$ cat src/rtl/neonfox_mem_pkg.sv
// Shared types and constants for the NeonFox memory-port arbiter.
package neonfox_mem_pkg;

  // Identity of the port currently owning the SDRAM burst.
  typedef enum logic [1:0] {
    PORT_NONE = 2'd0,
    PORT_P1   = 2'd1,
    PORT_P2   = 2'd2,
    PORT_P3   = 2'd3
  } port_e;

  // Arbiter control states.
  typedef enum logic [1:0] {
    IDLE = 2'd0,
    BUSY = 2'd1,
    DONE = 2'd2
  } state_e;

  // Words per SDRAM burst.
  localparam int BURST_LEN = 4;

endpackage

$ cat src/rtl/sdram_port_prio.sv
// Combinational priority picker: starved ports first (p2 before p1),
// otherwise fixed p3 > p2 > p1. Returns a one-hot grant {p3, p2, p1}.
module sdram_port_prio (
  input  logic       p1_req,
  input  logic       p2_req,
  input  logic       p3_req,
  input  logic       p1_starved,
  input  logic       p2_starved,
  output logic [2:0] grant
);

  // Priority chain; at most one grant bit set.
  always_comb begin
    grant = 3'b000;
    if (p2_req && p2_starved) begin
      grant = 3'b010;
    end else if (p1_req && p1_starved) begin
      grant = 3'b001;
    end else if (p3_req) begin
      grant = 3'b100;
    end else if (p2_req) begin
      grant = 3'b010;
    end else if (p1_req) begin
      grant = 3'b001;
    end
  end

endmodule

$ cat src/rtl/sdram_port_arbiter.sv
// Three-port 4-word burst arbiter in front of the single-port SDRAM controller.
// Grants one port per burst, maps its address into SDRAM word space, routes the
// controller's per-word handshake to the winner and guards p1/p2 from starvation.
module sdram_port_arbiter
  import neonfox_mem_pkg::*;
#(
  parameter int                ADDR_W       = 24,
  parameter logic [ADDR_W-1:0] P3_BASE      = ADDR_W'(24'hFE0000),
  parameter int                STARVE_LIMIT = 8
) (
  input  logic              clk,
  input  logic              reset,
  input  logic              p1_req,
  input  logic [31:0]       p1_address,
  output logic              p1_ready,
  output logic [1:0]        p1_offset,
  input  logic              p2_req,
  input  logic              p2_wren,
  input  logic [31:0]       p2_address,
  input  logic [15:0]       p2_to_mem,
  output logic              p2_ready,
  output logic [1:0]        p2_offset,
  input  logic              p3_req,
  input  logic              p3_wren,
  input  logic [16:0]       p3_address,
  input  logic [15:0]       p3_to_mem,
  output logic              p3_ready,
  output logic [1:0]        p3_offset,
  output logic [15:0]       from_mem,
  output logic              mem_req,
  output logic              mem_wren,
  output logic [ADDR_W-1:0] mem_address,
  output logic [15:0]       mem_to_mem,
  input  logic              mem_ready,
  input  logic [1:0]        mem_offset,
  input  logic [15:0]       mem_data,
  output logic              proto_err
);

  localparam logic [3:0] LIMIT     = 4'(STARVE_LIMIT);
  localparam logic [1:0] LAST_BEAT = 2'(BURST_LEN - 1);

  state_e            state_q, state_d;
  port_e             grant_q, grant_d;
  logic [ADDR_W-1:0] addr_q, addr_d;
  logic              wren_q, wren_d;
  logic [1:0]        beat_q, beat_d;
  logic [3:0]        p1_cnt_q, p1_cnt_d;
  logic [3:0]        p2_cnt_q, p2_cnt_d;
  logic              proto_err_q, proto_err_d;

  logic [2:0]        pick;
  logic [ADDR_W-1:0] p1_map, p2_map, p3_map, p3_sum;
  logic [16:0]       p3_word;
  logic              unused_addr_bits;

  // Low two address bits are burst-internal and high bits beyond the SDRAM
  // word space have no meaning; fold them into a sink so they stay visible.
  assign unused_addr_bits = ^{p1_address, p2_address, p3_address[1:0]};

  // Burst base addresses, always aligned to a 4-word boundary.
  assign p1_map  = {p1_address[ADDR_W-1:2], 2'b00};
  assign p2_map  = {p2_address[ADDR_W-1:2], 2'b00};
  assign p3_word = {p3_address[16:2], 2'b00};
  assign p3_sum  = P3_BASE + ADDR_W'(p3_word);
  assign p3_map  = {p3_sum[ADDR_W-1:2], 2'b00};

  sdram_port_prio u_prio (
    .p1_req     (p1_req),
    .p2_req     (p2_req),
    .p3_req     (p3_req),
    .p1_starved (p1_cnt_q == LIMIT),
    .p2_starved (p2_cnt_q == LIMIT),
    .grant      (pick)
  );

  // Saturating increment for the lost-arbitration counters.
  function automatic logic [3:0] sat_inc(input logic [3:0] cnt);
    return (cnt >= LIMIT) ? cnt : cnt + 4'd1;
  endfunction

  // Next-state: grant decision in IDLE, beat counting in BUSY, one dead cycle in DONE.
  always_comb begin
    state_d     = state_q;
    grant_d     = grant_q;
    addr_d      = addr_q;
    wren_d      = wren_q;
    beat_d      = beat_q;
    p1_cnt_d    = p1_cnt_q;
    p2_cnt_d    = p2_cnt_q;
    // A beat outside a granted burst means the controller is out of step.
    proto_err_d = proto_err_q | (mem_ready & (state_q != BUSY));

    case (state_q)
      IDLE: begin
        if (|pick) begin
          state_d = BUSY;
          beat_d  = 2'd0;
          if (pick[2]) begin
            grant_d = PORT_P3;
            addr_d  = p3_map;
            wren_d  = p3_wren;
          end else if (pick[1]) begin
            grant_d = PORT_P2;
            addr_d  = p2_map;
            wren_d  = p2_wren;
          end else begin
            grant_d = PORT_P1;
            addr_d  = p1_map;
            wren_d  = 1'b0;   // program cache is read-only
          end
          p1_cnt_d = pick[0] ? 4'd0 : (p1_req ? sat_inc(p1_cnt_q) : p1_cnt_q);
          p2_cnt_d = pick[1] ? 4'd0 : (p2_req ? sat_inc(p2_cnt_q) : p2_cnt_q);
        end
      end
      BUSY: begin
        if (mem_ready) begin
          beat_d = beat_q + 2'd1;
          if (beat_q == LAST_BEAT) begin
            state_d = DONE;
          end
        end
      end
      DONE: begin
        // Give the finished master a cycle to drop req before re-arbitrating.
        state_d = IDLE;
        grant_d = PORT_NONE;
      end
      default: begin
        state_d = IDLE;
        grant_d = PORT_NONE;
      end
    endcase
  end

  // State and context registers; reset abandons any burst in flight.
  always_ff @(posedge clk or negedge reset) begin
    if (!reset) begin
      state_q     <= IDLE;
      grant_q     <= PORT_NONE;
      addr_q      <= '0;
      wren_q      <= 1'b0;
      beat_q      <= 2'd0;
      p1_cnt_q    <= 4'd0;
      p2_cnt_q    <= 4'd0;
      proto_err_q <= 1'b0;
    end else begin
      state_q     <= state_d;
      grant_q     <= grant_d;
      addr_q      <= addr_d;
      wren_q      <= wren_d;
      beat_q      <= beat_d;
      p1_cnt_q    <= p1_cnt_d;
      p2_cnt_q    <= p2_cnt_d;
      proto_err_q <= proto_err_d;
    end
  end

  // Output routing: everything is quiet unless a burst is in progress.
  always_comb begin
    mem_req     = 1'b0;
    mem_wren    = 1'b0;
    mem_address = '0;
    mem_to_mem  = 16'd0;
    from_mem    = 16'd0;
    p1_ready    = 1'b0;
    p1_offset   = 2'd0;
    p2_ready    = 1'b0;
    p2_offset   = 2'd0;
    p3_ready    = 1'b0;
    p3_offset   = 2'd0;
    proto_err   = proto_err_q;
    if (state_q == BUSY) begin
      mem_req     = 1'b1;
      mem_wren    = wren_q;
      mem_address = addr_q;
      from_mem    = mem_data;
      case (grant_q)
        PORT_P1: begin
          p1_ready  = mem_ready;
          p1_offset = mem_offset;
        end
        PORT_P2: begin
          p2_ready   = mem_ready;
          p2_offset  = mem_offset;
          mem_to_mem = p2_to_mem;
        end
        PORT_P3: begin
          p3_ready   = mem_ready;
          p3_offset  = mem_offset;
          mem_to_mem = p3_to_mem;
        end
        default: ;
      endcase
    end
  end

endmodule

$ cat config.mk
export PLATFORM = sky130hd
export DESIGN_NAME = sdram_port_arbiter
export DESIGN_NICKNAME = d
export VERILOG_FILES = /design/src/rtl/neonfox_mem_pkg.sv /design/src/rtl/sdram_port_prio.sv /design/src/rtl/sdram_port_arbiter.sv
export SDC_FILE = /design/constraint.sdc
export NUM_CORES = 1
export LEC_CHECK = 0
export CORE_UTILIZATION = 34
export CTS_BUF_LIST = sky130_fd_sc_hd__clkbuf_8
export DETAILED_ROUTE_END_ITERATION = 8
export PLACE_DENSITY = 0.86
export SLEW_MARGIN = 25
export SYNTH_ARGS = -nofsm -noshare
export SYNTH_HDL_FRONTEND = slang
export SYNTH_SLANG_ARGS = --single-unit
$ cat constraint.sdc
create_clock -name clk -period 2.1 [get_ports clk]
set_clock_uncertainty 0.1 [all_clocks]
set_input_delay 0.42 -clock clk [delete_from_list [all_inputs] [get_ports clk]]
set_output_delay 0.42 -clock clk [all_outputs]
set_load 0.05 [all_outputs]
==> qor.txt <==
outcome: finished clean
area delta synth->final: 85.8%
post-route clock period utilization: 99.9%
number of detailed-route iterations in the first pass: 4
final worst slack: 0.00283 ns
Synth Area in Compound Gates: 21.2%
Synth Area in Simple Gates: 27.5%
die width: 89.9 um
max-slew violation count: 0
Skew-Pair Late Insertion Delay: 0.29 ns
worst slew pin tran: 0.595 ns
Post-Synth XOR/XNOR Area: 0%
Fillers: 599
P_leak: 2.18 nW
final-report hold violation count: 0
pre-CTS setup slack: -0.117 ns
register area: 951 um2
Synth async-reset ratio: 100%
multi-input logic area: 1580 um2
CTS root buf: clkbuf_8
routed length per instance: 15.5 um
vias in the first global route: 3167
crit path launch: state_q[0]$_DFFE_PN0P_
layout cells sized above 1: 26.9%
Yosys top cell area share: 36.2%
final net count: 648
switching share of power: 51.6%
RSZ-0062 raised after global routing: yes
Warnings, synthesis: 0
Yosys reg bits: 38
net switching power: 0.00368 W
most common cell in the synthesized netlist: and2_1
Antenna Nets Post-Route: 0
routability congestion estimate: 0.807
clk buf depth: 2
Clk pwr share: 10.4%
CP max FO: 10
Core Box Area: 7370 um2
largest cells by area after synthesis: dfrtp_1 36%, and2_1 10%, mux2i_1 6.1%, o21ai_0 5.1%, a21oi_1 3.4%
max frequency: 477 MHz
share of power burned in registers: 18.1%
Iteration-0 DRC Markers: 122
dpl cells: 593
pin count of the biggest net entering global routing: 35
Post-DP Area: 4600 um2
Die Y: 89.9 um
die area: 8080 um2
Vias: 3080
final setup violation count: 0
Tot GR Track Use: 22.9%
first-pass GRT wire length: 14900 um
Initial Utilization: 35.6%
WS Path Type: reg2out
initial antenna violation count: 0
top cells by count, synth: 43 x and2_1, 38 x dfrtp_1, 27 x o21ai_0
origin of the critical flop-to-flop path: state_q[0]$_DFFE_PN0P_
H-tree Lvls: 2
Max Cap Viol: 0
largest family of logic cells by synthesized area: simple AND/OR/NAND/NOR gates
HPWL Detailed: 7350 um
Worst setup EP type: output pin
Avg Vias per Cell: 5.10
CTS tree: yes
Slew HR: 60.0%
crit path DAT: 1.58 ns
grt total ovfl: 0
area leader, netlist: dfrtp_1
Synth cell types: 42
total CTS buffers: 5
final core occ: 66.2%
Crit path required time: 1.58 ns
synthesized-area fraction occupied by adder cells: 2.38%
Int Power: 0.00346 W
Reg clk slew, reported paths: 0.08 ns
Comb pwr share: 71.5%
Hold WS: 0.354 ns
CTS sink count: 38
fraction of synthesized area in multiplexers: 6.53%
hold crit path type: in2async
# DRC: 0
Avg Inst Size Synth: 8.61 um2
Port Buffers: 182
Pwr per Cell Area: 1460 nW/um2
Inserted Diodes: 0
Post-Synthesis Cell Area: 2630 um2
Seq/Total Area, Yosys: 36.2%
Post-synth EDFFs: 0
VDD IR max: 0.000670 V
Critical Path Start Type: flip-flop
final instance area: 4880 um2
Rows: 31
fin crit period: 2.10 ns
Top FF cell, synth: dfrtp_1
Cell Count, Final, Fillers Out: 604
final WL: 9370 um
I/O Pins: 207
Mapped Cells: 305
final cells by class:
type,instances,area share [%]
repair buffers,214,42.2
flip-flops and latches,38,19.5
inverters,7,0.564
clock buffers,5,1.41
well taps,99,2.54
clock inverters,3,1.41
multi-input cells,238,32.4
metal layers:
metal  wire length, um  part of all wire [%]  track usage [%]
met5                 0                     0                0
met4               230                   2.5             7.66
met2              4930                    53             43.2
met3               688                   7.3             6.68
met1              3520                    38             24.2
state kept, by name (all words and copies together) (netlist names):
signal	count
p1_cnt_q	4
addr_q	22
state_q	2
beat_q	2
grant_q	2
wren_q	1
p2_cnt_q	4
proto_err	1
critical path, cell delays in order, from the launching register on:
cell and delay (ns):
dfrtp_1 0.42, nand2b_4 0.10, clkinv_2 0.10, buf_6 0.15, and2_4 0.16, and3_1 0.19
buf_6 0.16
cell families (layout without fill, tap and decap cells):
| logic type | count (synthesis) | after routing |
|---|---|---|
| compound gates | 83 | 83 |
| fa+ha+maj | 5 | 5 |
| buf+inv | 30 | 229 |
| flops | 38 | 38 |
| mux | 17 | 17 |
| other cells | 1 | 2 |
| simple gates | 131 | 131 |
power by group through the flow:
stage	clock network (W)	logic, W	registers (W)
2_1_floorplan	0	0.00332	0.00122
3_3_place_gp	0	0.00477	0.00127
3_5_place_dp	0	0.00485	0.00128
4_1_cts	0.000757	0.00496	0.00129
5_1_grt	0.000786	0.00536	0.00134
6_report	0.000742	0.00510	0.00130
final timing paths:
kind / to / slack (ns) / depth (start not counted)
worst max-delay path: p3_ready / 0.003 / 6
worst min-delay path: addr_q[3]$_DFFE_PN0P_ / 0.35 / 2
worst max register to register: addr_q[11]$_DFFE_PN0P_ / 0.10 / 6
worst min register to register: addr_q[17]$_DFFE_PN0P_ / 0.38 / 2
max in group asynchronous: addr_q[12]$_DFFE_PN0P_ / 1.12 / 3
min in group clk: addr_q[17]$_DFFE_PN0P_ / 0.38 / 2
cell usage in the layout (no fill, tap or decap), types with 4 or more instances in the layout:
master | netlist | routed
clkdlybuf4s50_1 | 0 | 116
inv_1 | 6 | 6
clkbuf_8 | 0 | 5
nor2_2 | 0 | 9
mux2i_1 | 16 | 16
nor3_1 | 7 | 7
dfrtp_1 | 38 | 38
a221o_2 | 8 | 8
o22ai_1 | 8 | 8
a21oi_1 | 18 | 18
o21ai_0 | 27 | 27
and2_1 | 43 | 42
a31oi_1 | 4 | 4
buf_4 | 3 | 72
buf_12 | 0 | 7
a221o_1 | 7 | 7
nor2_1 | 22 | 13
buf_6 | 4 | 14
nand3_1 | 18 | 18
nand2_1 | 19 | 18
ha_1 | 5 | 5
repair_timing:
item,4_1_cts,5_1_grt
pin swaps,0,0
hold endpoints to repair,3,0
endpoints found under the setup margin,51,48
gates cloned,0,0
resized for setup,12,23
hold buffers,1,0
buffers inserted,2,0
through the flow:
stage               total power, W  setup TNS, ns
CTS                        0.00700              0
finish                     0.00714              0
detailed placement         0.00614          -2.48
global route               0.00748         -0.314
floorplan                  0.00454          -3.23
global placement           0.00604          -1.67
No activity file was read; power rests on OpenSTA's default activity.
